===== config.mk =====
export PLATFORM = sky130hd
export DESIGN_NAME = serial_subtractor_flat
export DESIGN_NICKNAME = d
export VERILOG_FILES = /design/src/rtl/serial_subtractor_pkg.sv /design/src/rtl/serial_subtractor_if.sv /design/src/rtl/full_subtractor.sv /design/src/rtl/serial_subtractor.sv /design/src/flat_wrapper.sv
export SDC_FILE = /design/constraint.sdc
export NUM_CORES = 1
export LEC_CHECK = 0
export BUFFER_PORTS_ARGS = -buffer_cell sky130_fd_sc_hd__buf_2
export CAP_MARGIN = 20
export CORE_ASPECT_RATIO = 2
export CORE_MARGIN = 2
export CORE_UTILIZATION = 28
export CTS_BUF_LIST = sky130_fd_sc_hd__clkbuf_8
export DETAILED_ROUTE_END_ITERATION = 12
export MAX_ROUTING_LAYER = met4
export SLEW_MARGIN = 10
export SYNTH_ARGS = -nofsm -noshare
export SYNTH_HDL_FRONTEND = slang
export SYNTH_SLANG_ARGS = --single-unit

===== constraint.sdc =====
create_clock -name clk -period 1.45 [get_ports clk]
set_input_delay 0.29 -clock clk [delete_from_list [all_inputs] [get_ports clk]]
set_output_delay 0.29 -clock clk [all_outputs]
set_load 0.02 [all_outputs]

===== src/rtl/serial_subtractor_pkg.sv =====
// rtl/serial_subtractor_pkg.sv - shared state encoding and counter sizing for the serial subtractor
package serial_sub_pkg;

  typedef enum logic [1:0] {
    ST_IDLE = 2'd0,
    ST_RUN  = 2'd1,
    ST_DONE = 2'd2
  } state_t;

  // Bit counter needs to index 0..n-1; never narrower than one bit.
  function automatic int cnt_width(input int n);
    return (n > 2) ? $clog2(n) : 1;
  endfunction

endpackage


===== src/rtl/serial_subtractor_if.sv =====
// rtl/serial_subtractor_if.sv - start/ready/done operand and result bundle (ovf with SERIAL_SUB_OVERFLOW_EN)
interface serial_subtractor_if #(
  parameter int N = 8
);
  logic         start;
  logic [N-1:0] A;
  logic [N-1:0] B;
  logic         bin;
  logic         ready;
  logic [N-1:0] diff;
  logic         bout;
  logic         done;
`ifdef SERIAL_SUB_OVERFLOW_EN
  logic         ovf;
`endif

  modport master (
    output start, A, B, bin,
`ifdef SERIAL_SUB_OVERFLOW_EN
    input  ovf,
`endif
    input  ready, diff, bout, done
  );

  modport slave (
    input  start, A, B, bin,
`ifdef SERIAL_SUB_OVERFLOW_EN
    output ovf,
`endif
    output ready, diff, bout, done
  );
endinterface


===== src/rtl/full_subtractor.sv =====
// rtl/full_subtractor.sv - 1-bit full subtractor cell, mirror of the full-adder cell
module full_subtractor (
  input  logic a,
  input  logic b,
  input  logic bin,
  output logic d,
  output logic bout
);
  assign d    = a ^ b ^ bin;
  assign bout = (~a & b) | (~(a ^ b) & bin);
endmodule


===== src/rtl/serial_subtractor.sv =====
// rtl/serial_subtractor.sv - bit-serial N-bit subtractor, LSB first, one bit per clock
// Optional signed overflow output enabled by SERIAL_SUB_OVERFLOW_EN.
module serial_subtractor
  import serial_sub_pkg::*;
#(
  parameter int N = 8
) (
  input  logic                 clk,
  input  logic                 rst,
  serial_subtractor_if.slave   bus
);
  localparam int CW = cnt_width(N);
  localparam logic [CW-1:0] LAST = CW'(N - 1);

  state_t         state_q, state_d;
  logic [N-1:0]   a_q, b_q;
  logic           br_q;
  logic [CW-1:0]  cnt_q;
  logic [N-2:0]   res_q;
  logic [N-1:0]   diff_q;
  logic           bout_q;
  logic           d_bit, br_next;
  logic [N-1:0]   res_shift;
  logic           accept, last_bit;

  full_subtractor u_cell (
    .a    (a_q[0]),
    .b    (b_q[0]),
    .bin  (br_q),
    .d    (d_bit),
    .bout (br_next)
  );

  assign accept    = (state_q == ST_IDLE) && bus.start;
  assign last_bit  = (state_q == ST_RUN) && (cnt_q == LAST);
  assign res_shift = {d_bit, res_q};

  always_ff @(posedge clk or posedge rst) begin
    if (rst) state_q <= ST_IDLE;
    else     state_q <= state_d;
  end

  always_comb begin
    state_d = state_q;
    case (state_q)
      ST_IDLE: if (bus.start) state_d = ST_RUN;
      ST_RUN:  if (cnt_q == LAST) state_d = ST_DONE;
      ST_DONE: state_d = ST_IDLE;
      default: state_d = ST_IDLE;
    endcase
  end

  always_ff @(posedge clk or posedge rst) begin
    if (rst) begin
      a_q    <= '0;
      b_q    <= '0;
      br_q   <= 1'b0;
      cnt_q  <= '0;
      res_q  <= '0;
      diff_q <= '0;
      bout_q <= 1'b0;
    end else if (accept) begin
      a_q   <= bus.A;
      b_q   <= bus.B;
      br_q  <= bus.bin;
      cnt_q <= '0;
    end else if (state_q == ST_RUN) begin
      a_q   <= a_q >> 1;
      b_q   <= b_q >> 1;
      br_q  <= br_next;
      // res_q keeps only the N-1 low result bits; the MSB goes straight to diff.
      res_q <= res_shift[N-1:1];
      if (last_bit) begin
        cnt_q  <= '0;
        diff_q <= res_shift;
        bout_q <= br_next;
      end else begin
        cnt_q  <= cnt_q + 1'b1;
      end
    end
  end

`ifdef SERIAL_SUB_OVERFLOW_EN
  logic a_msb_q, b_msb_q, ovf_q;

  always_ff @(posedge clk or posedge rst) begin
    if (rst) begin
      a_msb_q <= 1'b0;
      b_msb_q <= 1'b0;
      ovf_q   <= 1'b0;
    end else if (accept) begin
      a_msb_q <= bus.A[N-1];
      b_msb_q <= bus.B[N-1];
    end else if (last_bit) begin
      // d_bit is the result MSB on the final bit edge.
      ovf_q <= (a_msb_q ^ b_msb_q) & (a_msb_q ^ d_bit);
    end
  end

  assign bus.ovf = ovf_q;
`endif

  assign bus.ready = (state_q == ST_IDLE);
  assign bus.done  = (state_q == ST_DONE);
  assign bus.diff  = diff_q;
  assign bus.bout  = bout_q;

endmodule


===== src/flat_wrapper.sv =====
// flat-port wrapper written by rule: the top's interface ports become plain ports
module serial_subtractor_flat import serial_sub_pkg::*;
#(
  parameter int N = 8
)
  (clk, rst, bus_start, bus_A, bus_B, bus_bin, bus_ready, bus_diff, bus_bout, bus_done);
  serial_subtractor_if #(.N(N)) bus_i ();
  input  logic clk;
  input  logic rst;
  input wire logic [$bits(bus_i.start)-1:0] bus_start;
  input wire logic [$bits(bus_i.A)-1:0] bus_A;
  input wire logic [$bits(bus_i.B)-1:0] bus_B;
  input wire logic [$bits(bus_i.bin)-1:0] bus_bin;
  output wire logic [$bits(bus_i.ready)-1:0] bus_ready;
  output wire logic [$bits(bus_i.diff)-1:0] bus_diff;
  output wire logic [$bits(bus_i.bout)-1:0] bus_bout;
  output wire logic [$bits(bus_i.done)-1:0] bus_done;
  assign bus_i.start = bus_start;
  assign bus_i.A = bus_A;
  assign bus_i.B = bus_B;
  assign bus_i.bin = bus_bin;
  assign bus_ready = bus_i.ready;
  assign bus_diff = bus_i.diff;
  assign bus_bout = bus_i.bout;
  assign bus_done = bus_i.done;
  serial_subtractor #(.N(N)) u_core (.clk(clk), .rst(rst), .bus(bus_i));
endmodule

==> flow_summary.toml <==
[sta]
rsz0062_at_grt = "true"
fmax_mhz = 688
timing.final.hold_violations = 0
maxSlewHeadroom = 0.673
setup_tns_ps = -2.92
min_period_ps = 1450
whs_ps = 111
period_share = 1.00
worst_clock_skew_ps = 7.36
worst_slack_ps = -2.92
tightest_slew_ps = 491
setup_viol = 1
maxSlewViolCount = 0

[setup_path]
critPathRequiredTime_ps = 1620
r2r_slack_ps = -3
critPathLaunchType = "register"
end_kind = "register"
critPathKind = "reg2reg"
cp_max_fo = 5
cp_data_arrival_time_ps = 1630

[power_and_ir_drop]
p_int_uw = 3130
ir_worst_vdd_mv = 0.758
power_frac_seq = 0.388
leakagePower_uw = 0.00109
p_sw_frac = 0.346
switching_power_uw = 1650
pwr-share-comb = 0.455
power_uw = 4790
power_frac_clock = 0.157
powerDensity_nw_per_um2 = 2120

[synthesis]
syn_nets = 162
netlist_top_cells_count = "dfrtp_1 (38), inv_1 (18), mux2_2 (16)"
synth.avg_cell_area_um2 = 12.5
yosysUniqueCellTypes = 24
synth_edf_count = 0
syn_inst = 139
synth.most_common_cell = "dfrtp_1"
synth_warnings = 0
synth_top_area_share = 0.549
yosys.area.top_type = "dfrtp_1"
synth_seq_cells = 38
synth-seq-area-share = 0.549
yosys-top-cells-area = "dfrtp_1 (55%), mux2_2 (10%), nor4b_1 (4.0%), inv_1 (3.9%), a222oi_1 (3.5%)"
synthFlopType = "dfrtp_1"
async_flop_share = 1.00
synth.cell_area_um2 = 1730

[grt]
grt.total_usage = 0.129
grt_pass1_vias = 1348
overflow = 0
antenna_found_initial = 0
grt_pass1_wl_um = 6350
grt_max_degree = 39

[placed_design]
io_buffers = 30
gp_congestion = 0.730
dp_hpwl_um = 2540
dpl_cell_area_um2 = 1990

[floorplanning]
die_x_um = 59.6
fp-row-count = 40
start_util = 0.289
ioPinCount = 31
die_h_um = 115
dieArea_um2 = 6870
core_region_area_um2 = 6010

[detailed_routing]
vias_per_cell = 4.94
drc = 0
dr.pass1.iters = 4
drt_first_iter_violations = 49
antenna_left = 0
wl_per_cell_um = 15.3
num_vias = 1245
routed_wl_um = 3850

[final_layout]
multi_input_area_um2 = 703
areaGrowthSynthToFinish_pct = 30.5
postLayoutCellArea_um2 = 2260
register_area_um2 = 953
drive_above_1_share = 0.450
nets = 211
diodes = 0
fillers = 603

[run_status]
status = "complete, but fails checks"
violations = "setup timing"

[clock_network]
clk_latency_ps = 290
htree_num_levels = 2
cts.clk_slew.worst_paths_ps = 80
cts.sinks = 38
clk_path_buf_depth = 2
cts_tree = "done"
root_buffer = "clkbuf_8"
cts_buffers = 5

[worst_hold_path]
min_path_type = "in2async"

[flow_run]
maxCapViolCount = 0
## flip-flops by register name, indices dropped and copies added (netlist names)
register and count:
u_core.b_q 8, u_core.cnt_q 3, u_core.res_q 7, u_core.a_q 8, u_core.state_q 2, u_core.br_q 1, u_core.bus.bout 1, u_core.bus.diff 8
## worst max-delay path: stages (launching register included)
cell and delay, ps:
dfrtp_1 400, ha_2 190, ha_4 150, nand3b_1 130
buf_6 160, mux2_4 300
## path summary, 6_finish.rpt
kind                                      end            start  cells past startpoint
min reg2reg                     u_core.a_q[7]    u_core.a_q[7]                      1
max                        u_core.bus.diff[7]  u_core.cnt_q[1]                      5
min in group clk                u_core.a_q[7]         bus_A[7]                      2
min                        u_core.bus.diff[6]              rst                      3
max reg2reg                u_core.bus.diff[7]  u_core.cnt_q[1]                      5
max in group asynchronous   u_core.state_q[1]              rst                      3
## layout make-up
type	instances	share of cell area
Inverter	18	0.0299
Timing Repair Buffer	53	0.161
Clock buffer	6	0.0365
Clock inverter	2	0.00553
Tap cell	63	0.0348
Multi-Input combinational cell	72	0.311
Sequential cell	38	0.421
## routing by layer
| metal | GRT usage | up-vias | part of all wire |
|---|---|---|---|
| met5 | - | - | 0 |
| met4 | 0.0578 | 0 | 0.023 |
| met3 | 0.0292 | 7 | 0.025 |
| met2 | 0.227 | 21 | 0.57 |
| met1 | 0.132 | 628 | 0.38 |
| li1 | - | 589 | - |
## power groups by stage
stage / Sequential [uW] / Clock (uW) / Combinational, uW
after floorplan: 1940 / 0 / 1280
after global placement: 1860 / 0 / 1820
after detailed placement: 1870 / 0 / 1880
after CTS: 1860 / 779 / 2160
after global routing: 1930 / 843 / 2400
final: 1860 / 753 / 2180
## cell families (layout without fill, tap and decap cells)
family	after synthesis	count (layout)	share of synthesized area
AO/OA/AOI/OAI	21	21	0.104
adder cells (fa/ha/maj)	3	3	0.0260
buffers and inverters	29	79	0.0787
flip-flops	38	38	0.549
multiplexers	17	17	0.110
AND/OR/NAND/NOR	31	31	0.133
## cell usage in the layout, fill, tap and decap left out, drive strengths merged
cell type / Yosys / routed
clkinv: 0 / 1
clkinvlp: 0 / 1
nor2b: 9 / 9
dfrtp: 38 / 38
inv: 18 / 18
clkbuf: 4 / 6
nand2b: 2 / 2
a211oi: 7 / 7
a221oi: 2 / 2
nor4b: 8 / 8
o21bai: 1 / 1
nand3b: 1 / 1
nor3b: 8 / 8
a222oi: 6 / 6
nor2: 2 / 2
a22o: 2 / 2
mux2i: 1 / 1
a21oi: 1 / 1
fa: 1 / 1
and3b: 1 / 1
mux2: 16 / 16
a32o: 2 / 2
buf: 7 / 53
ha: 2 / 2
## what timing repair did
item / in CTS / in global routing
pin swaps: 2 / 4
gates cloned: 1 / 0
resized for setup: 18 / 7
setup buffers: 8 / 6
hold buffers: 0 / 0
endpoints found under the setup margin: 10 / 13
## stage by stage
| stage | util | instances | setup slack [ps] |
|---|---|---|---|
| floorplan | - | 139 | 14.8 |
| global placement | 0.332 | 231 | -7.03 |
| detailed placement | 0.332 | 231 | -50.0 |
| CTS | 0.373 | 248 | -58.8 |
| global route | 0.377 | 252 | -84.6 |
| finish | 0.377 | 252 | -2.92 |
No activity file was read; power rests on OpenSTA's default activity.
